$ cat config.mk
export PLATFORM = sky130hd
export DESIGN_NAME = hamming_8_4_encoder_flat
export DESIGN_NICKNAME = d
export VERILOG_FILES = /design/src/rtl/hamming_8_4_encoder_if.sv /design/src/rtl/hamming_8_4_encoder.sv /design/src/flat_wrapper.sv
export SDC_FILE = /design/constraint.sdc
export NUM_CORES = 1
export LEC_CHECK = 0
export CELL_PAD_IN_SITES_DETAIL_PLACEMENT = 1
export CELL_PAD_IN_SITES_GLOBAL_PLACEMENT = 2
export CORE_UTILIZATION = 31
export CTS_CLUSTER_DIAMETER = 120
export DETAILED_ROUTE_END_ITERATION = 8
export PLACE_DENSITY_LB_ADDON = 0.1
export SLEW_MARGIN = 25
export SYNTH_ARGS = -nofsm -noshare
export SYNTH_HDL_FRONTEND = slang
export SYNTH_SLANG_ARGS = --single-unit
export TNS_END_PERCENT = 100
$ cat constraint.sdc
create_clock -name clk -period 1.65 [get_ports clk]
set_input_delay 0.33 -clock clk [delete_from_list [all_inputs] [get_ports clk]]
set_output_delay 0.33 -clock clk [all_outputs]
set_load 0.005 [all_outputs]
$ cat src/rtl/hamming_8_4_encoder_if.sv
// rtl/hamming_8_4_encoder_if.sv - input nibble stream and output codeword stream of the Hamming(8,4) encoder
interface hamming_8_4_encoder_if;
  logic [3:0] in_data;
  logic       in_valid;
  logic       in_ready;
  logic [7:0] out_code;
  logic       out_valid;
  logic       out_ready;

  modport master (
    output in_data, in_valid, out_ready,
    input  in_ready, out_code, out_valid
  );

  modport slave (
    input  in_data, in_valid, out_ready,
    output in_ready, out_code, out_valid
  );
endinterface

$ cat src/rtl/hamming_8_4_encoder.sv
// rtl/hamming_8_4_encoder.sv - streaming SECDED Hamming(8,4) encoder with output FIFO
// Optional error injection compiled in by defining HAMMING_ERR_INJECT_EN.
module hamming_8_4_encoder #(
  parameter int FIFO_DEPTH = 2
) (
  input  logic                  clk,
  input  logic                  rst_n,
  hamming_8_4_encoder_if.slave  s,
  input  logic                  inj_en_i,
  input  logic                  inj_double_i,
  input  logic [2:0]            inj_pos_a_i,
  input  logic [2:0]            inj_pos_b_i,
  output logic [7:0]            tx_count_o
);
  localparam int AW = $clog2(FIFO_DEPTH);

  logic [AW:0] wr_ptr_q, wr_ptr_d;
  logic [AW:0] rd_ptr_q, rd_ptr_d;
  logic [7:0]  tx_count_q, tx_count_d;
  logic [7:0]  mem_q [FIFO_DEPTH];
  logic [7:0]  code_clean;
  logic [7:0]  code_stored;
  logic        full, empty, push, pop;

  // Bit layout matches the downstream decoder: c0 overall parity, c1/c2/c4 check bits.
  function automatic logic [7:0] encode(input logic [3:0] d);
    logic [7:0] c;
    c    = '0;
    c[3] = d[0];
    c[5] = d[1];
    c[6] = d[2];
    c[7] = d[3];
    c[1] = c[3] ^ c[5] ^ c[7];
    c[2] = c[3] ^ c[6] ^ c[7];
    c[4] = c[5] ^ c[6] ^ c[7];
    c[0] = ^c[7:1];
    return c;
  endfunction

  assign code_clean = encode(s.in_data);

`ifdef HAMMING_ERR_INJECT_EN
  logic [7:0] inj_mask;

  // XOR-ing the second flip makes equal positions cancel out.
  always_comb begin
    inj_mask = '0;
    if (inj_en_i) begin
      inj_mask[inj_pos_a_i] = 1'b1;
      if (inj_double_i) begin
        inj_mask[inj_pos_b_i] = inj_mask[inj_pos_b_i] ^ 1'b1;
      end
    end
  end

  assign code_stored = code_clean ^ inj_mask;
`else
  logic unused_inj;

  assign unused_inj  = ^{inj_en_i, inj_double_i, inj_pos_a_i, inj_pos_b_i};
  assign code_stored = code_clean;
`endif

  assign empty = (wr_ptr_q == rd_ptr_q);
  assign full  = (wr_ptr_q[AW] != rd_ptr_q[AW]) &&
                 (wr_ptr_q[AW-1:0] == rd_ptr_q[AW-1:0]);
  assign push  = s.in_valid && !full;
  assign pop   = !empty && s.out_ready;

  assign s.in_ready  = !full;
  assign s.out_valid = !empty;
  assign s.out_code  = mem_q[rd_ptr_q[AW-1:0]];
  assign tx_count_o  = tx_count_q;

  always_comb begin
    wr_ptr_d   = wr_ptr_q;
    rd_ptr_d   = rd_ptr_q;
    tx_count_d = tx_count_q;
    if (push) begin
      wr_ptr_d = wr_ptr_q + (AW+1)'(1);
    end
    if (pop) begin
      rd_ptr_d   = rd_ptr_q + (AW+1)'(1);
      tx_count_d = tx_count_q + 8'd1;
    end
  end

  always_ff @(posedge clk or negedge rst_n) begin
    if (!rst_n) begin
      wr_ptr_q   <= '0;
      rd_ptr_q   <= '0;
      tx_count_q <= '0;
    end else begin
      wr_ptr_q   <= wr_ptr_d;
      rd_ptr_q   <= rd_ptr_d;
      tx_count_q <= tx_count_d;
    end
  end

  always_ff @(posedge clk or negedge rst_n) begin
    if (!rst_n) begin
      for (int i = 0; i < FIFO_DEPTH; i++) begin
        mem_q[i] <= '0;
      end
    end else if (push) begin
      mem_q[wr_ptr_q[AW-1:0]] <= code_stored;
    end
  end
endmodule

$ cat src/flat_wrapper.sv
// flat-port wrapper written by rule: the top's interface ports become plain ports
module hamming_8_4_encoder_flat 
#(
  parameter int FIFO_DEPTH = 2
)
  (clk, rst_n, inj_en_i, inj_double_i, inj_pos_a_i, inj_pos_b_i, tx_count_o, s_in_data, s_in_valid, s_out_ready, s_in_ready, s_out_code, s_out_valid);
  hamming_8_4_encoder_if s_i ();
  input  logic clk;
  input  logic rst_n;
  input  logic inj_en_i;
  input  logic inj_double_i;
  input  logic [2:0] inj_pos_a_i;
  input  logic [2:0] inj_pos_b_i;
  output logic [7:0] tx_count_o;
  input wire logic [$bits(s_i.in_data)-1:0] s_in_data;
  input wire logic [$bits(s_i.in_valid)-1:0] s_in_valid;
  input wire logic [$bits(s_i.out_ready)-1:0] s_out_ready;
  output wire logic [$bits(s_i.in_ready)-1:0] s_in_ready;
  output wire logic [$bits(s_i.out_code)-1:0] s_out_code;
  output wire logic [$bits(s_i.out_valid)-1:0] s_out_valid;
  assign s_i.in_data = s_in_data;
  assign s_i.in_valid = s_in_valid;
  assign s_i.out_ready = s_out_ready;
  assign s_in_ready = s_i.in_ready;
  assign s_out_code = s_i.out_code;
  assign s_out_valid = s_i.out_valid;
  hamming_8_4_encoder #(.FIFO_DEPTH(FIFO_DEPTH)) u_core (.clk(clk), .rst_n(rst_n), .s(s_i), .inj_en_i(inj_en_i), .inj_double_i(inj_double_i), .inj_pos_a_i(inj_pos_a_i), .inj_pos_b_i(inj_pos_b_i), .tx_count_o(tx_count_o));
endmodule
### Word-level counts from Yosys, hierarchy flattened

Index checks and enable logic that the tools add are counted.

* $add $sub $neg: 3
* multipliers: 0
* divide/modulo/power cells: 0
* order comparisons: 3
* equal/unequal tests: 3
* shifts and indexed selects: 0
* muxes and demuxes: 6
* bitwise gates (word level): 8
* reductions and logical operators: 7

Operators by type and width (number)
* $mux 8: 4
* $bwmux 16: 1
* $add 8x1->8 const B: 1
* $demux 8 s1: 1
* $reduce_xor 7->1: 1
* $xor 1x1->1: 6
* $add 2x1->2 const B: 2
* $ge 2x2->1 const B: 2
* $logic_and 1x1->1: 4
* $not 1->2: 2
* $eq 2x2->1: 1
* $logic_not 1->1: 2
* $lt 2x1->1 const B: 1
* $eq 1x1->1: 1
* $ne 1x1->1: 1

* bits in registers: 28
* bits in latches: 0
* RAM bits: 0
* ROM bits: 0
* input bits: 16
* output and inout bits: 18
* logic and storage cells: 35
* memories kept: 0

### Longest topological paths before layout

* depth in word-level cells: 6
* gate-level depth with buffers: 4
* mapped depth without buffers: 4

### Worst setup path before layout

OpenSTA, ideal clock, no wires.

* kind: register -> register
* start point: register u_core.rd_ptr_q[1]
* end point: register u_core.mem_q[3] (netlist name)
* library setup time: 0.125 ns
* arrival time: 1.323 ns
* required time: 1.525 ns
* path slack: 0.202 ns
* stages on the path, launching flop included: 4
* buffers on the path: 0
* clock period less this slack: 1.448 ns
* path through: dfrtp_1 > xor2_2 > a21oi_4 > mux2_2

* longest elaborated chain between the ends: 4

Ends and longest elaborated chain
* start, declared: line hamming_8_4_encoder.sv:18 `logic [AW:0] rd_ptr_q, rd_ptr_d;`
* start signal, assigned: line hamming_8_4_encoder.sv:95 `rd_ptr_q <= rd_ptr_d;`
* $ne 1x1->1: line hamming_8_4_encoder.sv:65 `assign full = (wr_ptr_q[AW] != rd_ptr_q[AW]) &&`
* $logic_and 1x1->1: line hamming_8_4_encoder.sv:65
* $logic_not 1->1: line hamming_8_4_encoder.sv:67 `assign push = s.in_valid && !full;`
* $logic_and 1x1->1: line hamming_8_4_encoder.sv:67
* end signal, assigned by index: line hamming_8_4_encoder.sv:106 `mem_q[wr_ptr_q[AW-1:0]] <= code_stored;`
* end, declared: line hamming_8_4_encoder.sv:20 `logic [7:0] mem_q [FIFO_DEPTH];`

No other way between the ends.
A chain may end at the register's enable or synchronous reset.

### Final worst setup path

* start point: register u_core.rd_ptr_q[0]
* end point: output s_out_code[6]

* longest elaborated chain between the ends: 4

Ends and longest elaborated chain
* $not 1->2 (implied by the code): line hamming_8_4_encoder.sv:72 `assign s.out_code = mem_q[rd_ptr_q[AW-1:0]];`
* $mux 8 (implied by the code) (3 in series): line hamming_8_4_encoder.sv:72
* end, declared: line flat_wrapper.sv:19 `output wire logic [$bits(s_i.out_code)-1:0] s_out_code;`

No other way between the ends. The select of a mux whose other input is x is not followed.

==> impl_metrics.csv <==
group,metric,value,unit
grt,grt.total_usage,14.73,%
placement,portBuffers,25,
logic_synthesis,ys_top_cells_by_area,"dfrtp_1 52%, mux2_2 11%, xor2_1 6.5%",
logic_synthesis,yosysWarnings,0,
drt,drc,0,
logic_synthesis,syn_area,1355,sq um
setup_path,critPathSlowestCell,"dfrtp_2",
logic_synthesis,synth_nets,127,
drt,drtAntennaViolNets,0,
pwr,p_leak,0.8906,nW
grt,grt_pass1_vias,994,
sta,hold_ws,0.4372,ns
sta,hold_viol,0,
floorplanning,die_h,68.12,um
pwr,peakVddDrop,0.0008508,V
floorplanning,die-area,4640,sq um
sta,slew-limit-headroom,75.42,%
setup_path,regToRegEndpoint,"u_core.tx_count_o[1]",
sta,tns,-0.09612,ns
floorplanning,die_w,68.12,um
logic_synthesis,avgSynthCellArea,12.32,sq um
sta,maxSlewViolCount,0,
floorplanning,core,4086,sq um
grt,grt_max_degree,29,
sta,setup_slack,-0.03851,ns
sta,fmax,0.5922,GHz
setup_path,critical-path-max-stage-delay,0.44,ns
sta,tightest_slew,0.3687,ns
drt,wire_per_inst,14.35,um
layout,final_util,47.37,%
setup_path,worstPathArrival,1.36,ns
grt,antenna_found_initial,0,
clocking,htree_num_levels,1,
placement,dp.cells,199,
clocking,clk_pin_slew,0.10,ns
layout,finalNetCount,177,
setup_path,criticalPathCategory,"reg2out",
drt,via_count,991,
logic_synthesis,synth_cells,110,
logic_synthesis,yosysSeqAreaShare,51.71,%
setup_path,crit_path_max_fanout,2,
min_path,hp-class,"in2async",
layout,antenna_cells_inserted,0,
floorplanning,ios,34,
clocking,clock_path_buffers,2,
clocking,cts_made_buffers,3,
setup_path,r2r_start,"u_core.rd_ptr_q[0]",
layout,area_growth,42.84,%
sta,timing.final.crit_share,102.3,%
floorplanning,rows,23,
setup_path,worstPathCellList,"buf_6 -> buf_6 -> mux2_4 -> buf_6",
job,maxCapViolations,0,
clocking,clk_latency,0.27,ns
logic_synthesis,yosysUniqueCellTypes,21,
sta,finClkSkew,0.002804,ns
sta,rsz0062_at_grt,"true",
placement,place.gp.congestion,0.7614,
drt,drtPass1Iterations,3,
setup_path,rr_worst_depth,6,
pwr,p_per_area,2101,nW/um^2
clocking,cts_tree,"yes",
setup_path,worst_path_most_repeated_cell,"buf_6",
grt,globalRouteOverflowTotal,0,
placement,dp_hpwl,2243,um
setup_path,required,1.32,ns
logic_synthesis,yosys.area.top_type_share,51.71,%
setup_path,reg2reg_setup_slack,0.06,ns
drt,routed_wl,3000,um
logic_synthesis,synth_top_cell_by_area,"dfrtp_1",
setup_path,end_kind,"primary output",
outcome,status,"complete, but fails checks",
clocking,cts-root-buf,"clkbuf_8",
grt,grt_pass1_wl,4933,um
outcome,violations,"negative setup slack",
floorplanning,start_util,33.16,%
logic_synthesis,synth_seq_cells,28,
drt,initialDrtViolationCount,44,
sta,finalSetupViolCount,3,
layout,final_cells,209,
setup_path,startpoint_type,"flip-flop",
drt,viasPerCell,4.742,
sta,layout_min_cycle_time,1.689,ns
layout,layout-drive-gt1-share,40.25,%
clocking,clock_sinks,28,
## metrics by stage
| stage | power (mW) | worst slack (ns) | instance area (sq um) |
|---|---|---|---|
| final | 4.067 | -0.03851 | 1936 |
| after global routing | 4.386 | -0.08322 | 1936 |
| after CTS | 4.068 | -0.04326 | 1913 |
| after detailed placement | 3.406 | -0.1031 | 1777 |
| after global placement | 3.317 | -0.09547 | 1777 |
| after floorplan | 2.336 | 0.2024 | 1355 |
## what timing repair did
action	4_1_cts	5_1_grt
pin swaps	4	3
setup buffers	5	1
setup endpoints to repair	13	12
gates resized for setup	53	12
hold buffers	0	0
## layout make-up
type | instances | area, sq um
sequential | 28 | 705.7
multi-input combinational | 72 | 679.4
inverter | 8 | 30.03
timing repair buffer | 47 | 402.9
fill | 447 | 2151
tap | 50 | 62.56
clock buffer | 4 | 55.05
## placed cells by master (no fill, tap or decap), types with 2 or more instances in the layout
cell type        instances
nand4_1                  4
buf_2                    7
inv_1                    8
o21ai_1                  2
a21oi_1                  2
nand2_1                  7
buf_4                   16
mux2_4                   2
xor2_1                   9
clkbuf_8                 4
buf_6                    6
xnor2_1                  8
a211oi_1                 4
dfrtp_1                 24
o21ai_2                  3
clkbuf_2                 2
dfrtp_2                  4
mux2i_1                  8
mux2_2                  11
clkdlybuf4s50_1         15
## flip-flops by register name, indices dropped and copies added, names as in the netlist
name	flops
u_core.rd_ptr_q	2
u_core.tx_count_o	8
u_core.mem_q	16
u_core.wr_ptr_q	2
## how the worst max path moves through the flow
| stage | startpoint | end | slack (ns) | cells after the start |
|---|---|---|---|---|
| floorplan | u_core.rd_ptr_q[1] | u_core.mem_q[3] | 0.20 | 3 |
| global placement | u_core.rd_ptr_q[0] | s_out_code[7] | -0.1 | 2 |
| detailed placement | u_core.rd_ptr_q[0] | s_out_code[2] | -0.10 | 3 |
| CTS | u_core.rd_ptr_q[0] | s_out_code[6] | -0.04 | 4 |
| global route | u_core.rd_ptr_q[0] | s_out_code[3] | -0.08 | 4 |
| finish | u_core.rd_ptr_q[0] | s_out_code[6] | -0.04 | 4 |
## cell usage after synthesis (all sizes together)
cell type and n:
a211oi 4, a21oi 3, buf 2, dfrtp 28, ha 1, inv 8, mux2 13, mux2i 8
nand2 9, nand4 4, nor2b 1, o211ai 1, o21ai 7, xnor2 10, xor2 11
## power breakdown
group	switching, mW	internal [mW]
Sequential	0.282	1.03
Combinational	0.990	1.33
Clock	0.215	0.214
## worst max-delay path: cells and delay by family, from the launching register on
kind     cells  cell delay, ns
flops        1            0.44
mux          1            0.30
buf+inv      3            0.35
## routing by layer
layer	GRT usage (%)	vias up	part of all wire [%]
li1	-	471	-
met1	20.85	502	48
met2	21.69	16	48
met3	3.833	2	3.6
met4	4.688	0	0.57
met5	0	-	0
## cells by family (layout without fill, tap and decap cells)
| family | Yosys count | in the layout | share of synthesized area, % |
|---|---|---|---|
| mux | 21 | 21 | 16.71 |
| buf+inv | 10 | 59 | 3.047 |
| flops | 28 | 28 | 51.71 |
| fa+ha+maj | 1 | 1 | 0.9232 |
| compound gates | 15 | 15 | 8.126 |
| simple gates | 14 | 14 | 4.801 |
| xor+xnor | 21 | 21 | 14.68 |
No activity file was read; power rests on OpenSTA's default activity.
